**config.mk**
```make
export PLATFORM = sky130hd
export DESIGN_NAME = ifetch
export DESIGN_NICKNAME = d
export VERILOG_FILES = /design/src/rtl/ifetch.sv
export SDC_FILE = /design/constraint.sdc
export NUM_CORES = 1
export LEC_CHECK = 0
export ABC_AREA = 1
export CORE_MARGIN = 4
export CORE_UTILIZATION = 50
export DETAILED_ROUTE_END_ITERATION = 8
export GPL_TIMING_DRIVEN = 0
export PLACE_DENSITY = 0.78
export SLEW_MARGIN = 20
export SYNTH_ARGS = -nofsm -noshare
export SYNTH_HDL_FRONTEND = slang
export SYNTH_SLANG_ARGS = --single-unit
```
**constraint.sdc**
```tcl
create_clock -name clk -period 3.77 [get_ports clk]
set_input_delay 0.9425 -clock clk [delete_from_list [all_inputs] [get_ports clk]]
set_output_delay 0.9425 -clock clk [all_outputs]
set_load 0.05 [all_outputs]
```
**src/rtl/ifetch.sv**
```systemverilog
// Instruction fetch front end: walks a combinational ROM and queues {pc, word} pairs for decode.
// Optional define IFETCH_LE_SWAP_EN byte-reverses each fetched word before it is queued.
module ifetch #(
  parameter logic [31:0] RESET_PC   = 32'h0000_0000,
  parameter int          FIFO_DEPTH = 2
) (
  input  logic        clk,
  input  logic        rst_n,
  output logic [31:0] rom_addr,
  input  logic [31:0] rom_data,
  input  logic        redirect_valid,
  input  logic [31:0] redirect_pc,
  output logic        inst_valid,
  output logic [31:0] inst_data,
  output logic [31:0] inst_pc,
  input  logic        inst_ready,
  output logic        fault
);

  localparam int PTR_W = (FIFO_DEPTH > 1) ? $clog2(FIFO_DEPTH) : 1;
  localparam int CNT_W = PTR_W + 1;
  localparam logic [CNT_W-1:0] DEPTH_C = CNT_W'(FIFO_DEPTH);

  typedef enum logic {
    ST_RUN,
    ST_FAULT
  } state_e;

  state_e             state_q,    state_d;
  logic [31:0]        fetch_pc_q, fetch_pc_d;
  logic [CNT_W-1:0]   count_q,    count_d;
  logic [PTR_W-1:0]   rd_ptr_q,   rd_ptr_d;
  logic [PTR_W-1:0]   wr_ptr_q,   wr_ptr_d;
  logic [31:0]        pc_mem_q   [FIFO_DEPTH];
  logic [31:0]        data_mem_q [FIFO_DEPTH];

  logic        push;
  logic        pop;
  logic [31:0] wr_word;

`ifdef IFETCH_LE_SWAP_EN
  assign wr_word = {rom_data[7:0], rom_data[15:8], rom_data[23:16], rom_data[31:24]};
`else
  assign wr_word = rom_data;
`endif

  assign rom_addr   = fetch_pc_q;
  assign inst_valid = (count_q != '0) && (state_q == ST_RUN);
  assign inst_pc    = pc_mem_q[rd_ptr_q];
  assign inst_data  = data_mem_q[rd_ptr_q];
  assign fault      = (state_q == ST_FAULT);

  // A redirect voids any handshake in its cycle, so it gates both pop and push.
  assign pop  = inst_valid & inst_ready & ~redirect_valid;
  assign push = (state_q == ST_RUN) & ~redirect_valid & ((count_q < DEPTH_C) | pop);

  // NOTE: every next-state signal is given its hold value first so no path leaves it unassigned (no latch).
  always_comb begin
    state_d    = state_q;
    fetch_pc_d = fetch_pc_q;
    count_d    = count_q;
    rd_ptr_d   = rd_ptr_q;
    wr_ptr_d   = wr_ptr_q;

    if (redirect_valid) begin
      count_d  = '0;
      rd_ptr_d = '0;
      wr_ptr_d = '0;
      if (redirect_pc[1:0] == 2'b00) begin
        fetch_pc_d = redirect_pc;
        state_d    = ST_RUN;
      end else begin
        state_d    = ST_FAULT;
      end
    end else begin
      if (push) begin
        fetch_pc_d = fetch_pc_q + 32'd4;
        wr_ptr_d   = wr_ptr_q + PTR_W'(1);
      end
      if (pop) begin
        rd_ptr_d = rd_ptr_q + PTR_W'(1);
      end
      case ({push, pop})
        2'b10:   count_d = count_q + CNT_W'(1);
        2'b01:   count_d = count_q - CNT_W'(1);
        default: count_d = count_q;
      endcase
    end
  end

  // NOTE: state uses non-blocking assignments so every register samples pre-edge values.
  always_ff @(posedge clk or negedge rst_n) begin
    if (!rst_n) begin
      state_q    <= ST_RUN;
      fetch_pc_q <= RESET_PC;
      count_q    <= '0;
      rd_ptr_q   <= '0;
      wr_ptr_q   <= '0;
    end else begin
      state_q    <= state_d;
      fetch_pc_q <= fetch_pc_d;
      count_q    <= count_d;
      rd_ptr_q   <= rd_ptr_d;
      wr_ptr_q   <= wr_ptr_d;
    end
  end

  // NOTE: the buffer is tiny and its head must read 0 out of reset, so it is reset rather than left undefined.
  always_ff @(posedge clk or negedge rst_n) begin
    if (!rst_n) begin
      for (int i = 0; i < FIFO_DEPTH; i++) begin
        pc_mem_q[i]   <= '0;
        data_mem_q[i] <= '0;
      end
    end else if (push) begin
      pc_mem_q[wr_ptr_q]   <= fetch_pc_q;
      data_mem_q[wr_ptr_q] <= wr_word;
    end
  end

endmodule

```
Word level (Yosys, flattened, before mapping)
Cells that the tools add are included.

word-level totals
  bits in registers = 165
  output and inout bits = 98
  input port bits = 68
  word-level logic and storage cells = 58

operators by class
  order comparisons = 4
  reduce and logical (&&, ||, !) cells = 8
  muxes and demuxes = 20
  eq/ne operators = 3
  bitwise operators = 9
  $add $sub $neg = 5

operator list
  operator                                                                       count
  32-bit two-way mux                                                             10
  64-bit bitwise mux                                                             2
  32-bit by 3-bit adder with 32-bit output (second input constant)               1
  32-bit demux with 1-bit select                                                 1
  2-bit nonzero test                                                             3
  1-bit two-way mux                                                              5
  1-bit AND                                                                      4
  2-bit greater-or-equal comparator (second input constant)                      2
  1-bit NOT with 2-bit output                                                    2
  2-bit case mux with 2 select lines                                             1
  3-bit nonzero test                                                             1
  1-bit adder (second input constant)                                            2
  2-bit by 1-bit adder with 2-bit output (second input constant)                 1
  2-bit by 1-bit equality test with 1-bit output (second input constant)         1
  2-bit equality test (second input constant)                                    1
  1-bit logical AND                                                              2
  2-bit zero test                                                                1
  2-bit by 1-bit less-than comparator with 1-bit output (second input constant)  1
  2-bit less-than comparator (second input constant)                             1
  2-bit two-way mux                                                              1
  2-bit by 1-bit inequality test with 1-bit output (second input constant)       1
  1-bit NOT                                                                      2
  2-bit AND reduction                                                            1
  2-bit by 1-bit subtractor with 2-bit output (second input constant)            1
  1-bit OR                                                                       1

Depth between registers and ports, before layout
Gate-level depths: netlist of run 1.

  depth after elaboration = 9
  gate-level depth with buffers = 10
  gate-level depth less buffers = 10

Worst setup path after synthesis of run 1
OpenSTA, ideal clock, no wires.

  path kind = register to output
  start = register state_q (netlist: fault)
  end = output port inst_valid
  buffers on the path = 0
  required time = 2828 ps
  arrival = 1464 ps
  setup slack = 1363 ps
  cell stages (with the launch flop) = 2
  cell sequence = dfrtp_1 > a21oi_1

on the way
  word-level cells in the longest chain between the ends = 2

RTL lines
  what                    line  source
  from (decl)             29    state_e state_q, state_d;
  from (signal assigned)  100   state_q <= state_d;
  1-bit NOT               48    assign inst_valid = (count_q != '0) && (state_q == ST_RUN);
  1-bit logical AND       48
  to (decl)               13    output logic inst_valid,

No other way between the ends.

Worst setup path after layout of run 1
  start = register rd_ptr_q
  end = output port inst_data[28]

on the way
  word-level cells in the longest chain between the ends = 4

RTL lines
  what                                                   line  source
  from (decl)                                            32    logic [PTR_W-1:0] rd_ptr_q, rd_ptr_d;
  from (signal assigned)                                 103   rd_ptr_q <= rd_ptr_d;
  1-bit NOT with 2-bit output (not written as such)      50    assign inst_data = data_mem_q[rd_ptr_q];
  32-bit two-way mux (not written as such) (3 in a row)  50
  to (decl)                                              14    output logic [31:0] inst_data,

No other way between the ends. The select of a mux whose other input is x is not followed.

==> results of run 1 <==
==> cell families (layout without fill, tap and decap cells) <==
logic type,count (synthesis),in the layout,synth area share [%]
and+or+nand+nor,607,607,28.8
adders and majority gates,1,1,0.153
xor gates and xnor gates,2,2,0.214
buffers and inverters,129,326,7.41
AOI/OAI and AO/OA,165,165,13.0
DFF,165,165,50.4
==> Yosys cell counts, types with 2 or more instances <==
library cell	count
a211oi_1	2
buf_6	12
nand2_1	459
clkbuf_1	15
o21ai_1	25
inv_1	77
dfrtp_1	165
a21oi_1	6
buf_4	2
o21ai_2	55
o22ai_1	4
nand2_2	2
o21ai_0	69
buf_2	17
nand3_1	42
buf_1	3
nor2_1	97
nand4_1	3
o211ai_1	2
==> sequential cells by signal (all words and copies together), names as in the netlist <==
signal      flops
count_q         2
pc_mem_q       64
rom_addr       32
wr_ptr_q        1
fault           1
rd_ptr_q        1
data_mem_q     64
==> cells in the final DEF, fill, tap and decap left out, types with 2 or more instances in the layout <==
cell and count:
a211oi_1 2, a21oi_1 6, buf_1 4, buf_2 17, buf_4 2, buf_6 12
bufinv_16 5, clkbuf_1 11, clkbuf_16 17, clkbuf_2 4, clkbuf_8 2, clkdlybuf4s50_1 164
clkinv_2 2, clkinvlp_4 4, dfrtp_1 165, inv_1 77, nand2_1 459, nand2_2 2
nand3_1 42, nand4_1 3, nor2_1 97, o211ai_1 2, o21ai_0 69, o21ai_1 25
o21ai_2 55, o22ai_1 4
==> worst min-delay path by stage <==
stage,start,to,slack [ns],depth (start not counted)
global route,rst_n,data_mem_q[14],0.50,1
detailed placement,data_mem_q[38],data_mem_q[38],0.47,2
global placement,data_mem_q[41],data_mem_q[41],0.46,2
finish,rst_n,data_mem_q[14],0.47,1
floorplan,data_mem_q[30],data_mem_q[30],0.45,2
CTS,rst_n,data_mem_q[46],0.48,1
==> area by class of cell <==
class | count | area [um^2]
plain buffers | 49 | 308
clock buffers | 20 | 457
fillers | 1345 | 5140
multi-input cells | 775 | 3460
repair buffers | 166 | 1680
flip-flops and latches | 165 | 4130
well taps | 216 | 270
clock inverters | 12 | 199
inverters | 79 | 299
==> power groups by stage <==
stage	clock network [mW]	logic (mW)	registers [mW]
final	1.92	3.17	2.73
after global routing	2.02	3.41	2.81
after CTS	1.95	3.18	2.72
after detailed placement	0	3.16	2.74
after global placement	0	3.11	2.73
after floorplan	0	1.85	2.95
==> metal layers <==
layer  vias to the layer above  global-route usage, %
met1                      3648                   37.6
met3                        32                   4.77
met5                         -                      0
met2                       235                   41.9
li1                       3732                      -
met4                         0                   7.11
==> through the flow <==
stage	cell area (um^2)	worst slack, ns
after floorplan	8190	1.36
after global placement	10100	-4.95
after detailed placement	10100	0.423
after CTS	10800	0.0726
after global routing	10800	0.0149
final	10800	0.176
==> out/qor.yml, run 1 <==
status: "completed"
min_period_over_period_pct: 95.3
place_congestion: 1.01
fmax_mhz: 278
critPathMaxFanout: 12
first_global_vias: 7340
rows: 46
highest_layer: "met4"
pwr-share-clk_pct: 24.6
cts.reportedPaths.clkPinSlew_ns: 0.06
syn2layout_area_growth_pct: 31.9
hold_class: "input port to async pin"
synth_largest_area_cell: "dfrtp_1"
drive_gt1_share_pct: 10.3
grt_pass1_wl_um: 38200
initial_utilization_pct: 51.4
slew_headroom_pct: 55.9
swShare_pct: 41.3
wl_met3_um: 1380
final_cells: 1482
skew_ns: 0.00501
syn_inst: 1069
fin_util_pct: 67.8
worstRegToRegCells: 10
wirelength_um: 23600
endpoint: "inst_data[28]"
initialDrtViolationCount: 668
wl_met2_um: 11100
p_int_mw: 4.60
worst_path_max_delay_cell: "clkdlybuf4s50_1"
insertion_delay_ns: 0.43
ios: 166
crit_family: "buffers and inverters"
track_usage_pct: 26.4
cts-root-buf: "clkbuf_16"
cpMostUsedCell: "nand2_1"
cp-startpoint: "rd_ptr_q"
die_w_um: 136
dr.pass1.iters: 5
yosysUniqueCellTypes: 31
crit_path_start_kind: "flop"
cts_made_buffers: 17
synth-main-ff-cell: "dfrtp_1"
hold_ws_ns: 0.469
cp.arrival_ns: 2.65
synth_area_per_cell_um2: 7.66
slew_viol_final: 0
r2r_slack_ns: 1.79
die_y_um: 136
ys_warn_count: 0
num-nets-final: 1322
syn-cell-area_um2: 8190
cp.required_ns: 2.83
cts.sinks: 165
io_buffers: 165
vias: 7647
yosys.area.top_type_share_pct: 50.4
setup-tns-final_ns: 0
drv_cap: 0
r2r-end: "rom_addr[26]"
cts_tree: "yes"
crit_type: "flop to primary output"
synthArstFlopShare_pct: 100
drt-met1-wl_um: 10700
setup_violations: 0
ys_seq_elements: 165
min_period_ns: 3.59
post-cts-setup-buffers: 0
cts_resized: 0
dieArea_um2: 18500
rr_startpoint: "rom_addr[2]"
grt_overflow: 0
p_sw_mw: 3.23
vias_per_cell: 5.16
diodes: 0
ant_nets: 0
path_cells: "inv_1 -> clkbuf_1 -> nand2_1 -> nand2_1 -> clkdlybuf4s50_1"
synth.area.top_cells: "dfrtp_1, nand2_1, o21ai_2"
drc_errors: 0
powerDensity_nw_per_um2: 725
placed_cells: 1451
rsz0062_at_grt: "false"
place_hpwl_um: 17000
cp_slowest_stage_delay_ns: 0.84
core_area_um2: 15900
wl_per_cell_um: 15.9
antenna_found_initial: 0
finalHoldViolCount: 0
p_comb_share_pct: 40.5
synth_edf_count: 0
h-tree-depth: 4
synth_nets: 1138
endpoint_kind: "primary output"
seqPwrFrac_pct: 34.9
power_leakage_nw: 5.21
worst_pin_slew_ns: 0.661
hold_buffers: 0
critical_path_cell_count: 5
max-vdd-ir-drop_uv: 421
seq_area_frac_synth_pct: 50.4
cts_max_path_buffers: 2
finalPower_mw: 7.83
path_buf_inv: 3
grt_max_degree: 96
Note: power is estimated with default switching activity, not from simulation.
==> run 2, diff against run 1 <==
CORE_MARGIN = 2   (was 4)
==> out/qor.yml, run 2 (synthesis gave the netlist of run 1 again) <==
final_cells: 1482  # unchanged
fmax_mhz: 274  # was 278 MHz
place_hpwl_um: 16900  # was 17000 um
crit_path_start_kind: "flop"  # unchanged
dr.pass1.iters: 5  # unchanged
initial_utilization_pct: 51.4  # unchanged
grt_overflow: 0  # unchanged
track_usage_pct: 27.6  # was 26.4%
cts-root-buf: "clkbuf_16"  # unchanged
status: "completed"  # unchanged
vias_per_cell: 5.23  # was 5.16
num-nets-final: 1322  # unchanged
worst_path_max_delay_cell: "clkdlybuf4s50_1"  # unchanged
placed_cells: 1451  # unchanged
power_leakage_nw: 5.21  # about the same
antenna_found_initial: 0  # unchanged
grt_pass1_wl_um: 38100  # was 38200 um
rows: 46  # unchanged
n_fill_cell: 1349  # was 1345
hold_ws_ns: 0.479  # was 0.469 ns
diodes: 0  # unchanged
grt_max_degree: 85  # was 96
use_met3_pct: 5.50  # was 4.77%
crit_family: "buffers and inverters"  # unchanged
grtUsageMet2_pct: 44.5  # was 41.9%
cts_made_buffers: 17  # unchanged
wl_per_cell_um: 15.9  # about the same
grt.met1_usage_pct: 37.4  # was 37.6%
powerDensity_nw_per_um2: 720  # was 725 nW/um^2
min_period_ns: 3.66  # was 3.59 ns
cp_slowest_stage_delay_ns: 0.82  # was 0.84 ns
hold_buffers: 0  # unchanged
layout_commonest_cell: "nand2_1"  # unchanged
insertion_delay_ns: 0.43  # about the same
post-cts-setup-buffers: 0  # unchanged
core_area_um2: 15900  # unchanged
path_cells: "clkbuf_1 -> clkbuf_1 -> nand2_1 -> nand2_1 -> clkdlybuf4s50_1"  # was inv_1 -> clkbuf_1 -> nand2_1 -> nand2_1 -> clkdlybuf4s50_1
die_y_um: 132  # was 136 um
top_usage_layer: "met2"  # unchanged
slew_headroom_pct: 53.6  # was 55.9%
cts.reportedPaths.clkPinSlew_ns: 0.07  # was 0.06 ns
endpoint_kind: "primary output"  # unchanged
slew_viol_final: 0  # unchanged
crit_type: "flop to primary output"  # unchanged
cts.sinks: 165  # unchanged
final_cell_mix: "nand2_1, dfrtp_1, clkdlybuf4s50_1"  # unchanged
vias: 7757  # was 7647
first_global_vias: 7456  # was 7340
ios: 166  # unchanged
dieArea_um2: 17400  # was 18500 um^2
drv_cap: 0  # unchanged
max-vdd-ir-drop_uv: 335  # was 421 uV
initialDrtViolationCount: 625  # was 668
io_buffers: 165  # unchanged
skew_ns: 0.00700  # was 0.00501 ns
wirelength_um: 23500  # was 23600 um
cts_max_path_buffers: 2  # unchanged
place_congestion: 1.00  # was 1.01
cp.required_ns: 2.83  # about the same
die_w_um: 132  # was 136 um
path_buf_inv: 3  # unchanged
cts_tree: "yes"  # unchanged
setup-tns-final_ns: 0  # unchanged
setup_violations: 0  # unchanged
place_ws_ns: 0.453  # was 0.423 ns
worst_pin_slew_ns: 0.697  # was 0.661 ns
drive_gt1_share_pct: 10.6  # was 10.3%
rsz0062_at_grt: "true"  # was false
worst_slack_ns: 0.114  # was 0.176 ns
hold_class: "input port to async pin"  # unchanged
h-tree-depth: 4  # unchanged
syn2layout_area_growth_pct: 31.6  # was 31.9%
min_period_over_period_pct: 97.0  # was 95.3%
cp.arrival_ns: 2.71  # was 2.65 ns
ant_nets: 0  # unchanged
fin_util_pct: 67.6  # was 67.8%
finalHoldViolCount: 0  # unchanged
critPathMaxFanout: 10  # was 12
drc_errors: 0  # unchanged
-- run 2: cell count changes in the layout (fill, tap and decap cells not counted) --
cell / delta
inv_6: +1
clkinv_4: +2
bufinv_16: -1
inv_8: +1
buf_1: -1
clkbuf_8: -2
clkinvlp_4: -1
clkbuf_1: -2
clkinv_2: +1
clkbuf_2: +2
-- run 2: layout make-up --
cell class	count	area (um^2)	share of cell area, %
inverters	79	299	2.77
repair buffers	166	1680	15.6
flip-flops and latches	165	4130	38.3
plain buffers	49	310	2.88
clock inverters	15	204	1.89
well taps	216	270	2.51
multi-input cells	775	3460	32.1
clock buffers	17	425	3.95
-- run 2: stage by stage --
step | cell area [um^2] | power, mW
floorplan | 8190 | 4.80
global placement | 10100 | 5.83
detailed placement | 10100 | 5.90
CTS | 10800 | 7.77
global route | 10800 | 8.15
finish | 10800 | 7.76
-- run 2: power by group --
group          switching [mW]  internal [mW]
clock network           0.738           1.11
registers               0.404           2.34
logic                    2.11           1.05
-- run 2: per-layer routing --
| layer | routed length, um | part of all wire, % | up-vias |
|---|---|---|---|
| li1 | - | - | 3728 |
| met1 | 10500 | 45 | 3694 |
| met2 | 11000 | 47 | 289 |
| met3 | 1340 | 5.7 | 46 |
| met4 | 663 | 2.8 | 0 |
| met5 | 0 | 0 | - |
-- run 2: worst paths after layout --
kind	from	end	slack, ns	cells after the start
setup / recovery	rd_ptr_q	inst_pc[14]	0.11	5
hold / removal	rst_n	data_mem_q[49]	0.48	1
setup reg to reg	rom_addr[2]	rom_addr[26]	1.69	10
hold reg to reg	data_mem_q[38]	data_mem_q[38]	0.48	2
max in group asynchronous	rst_n	pc_mem_q[16]	2.46	2
min in group clk	data_mem_q[38]	data_mem_q[38]	0.48	2
-- run 2: what timing repair did --
item,4_1_cts,5_1_grt
endpoints found under the setup margin,5,3
resized for setup,2,6
cloned,0,0
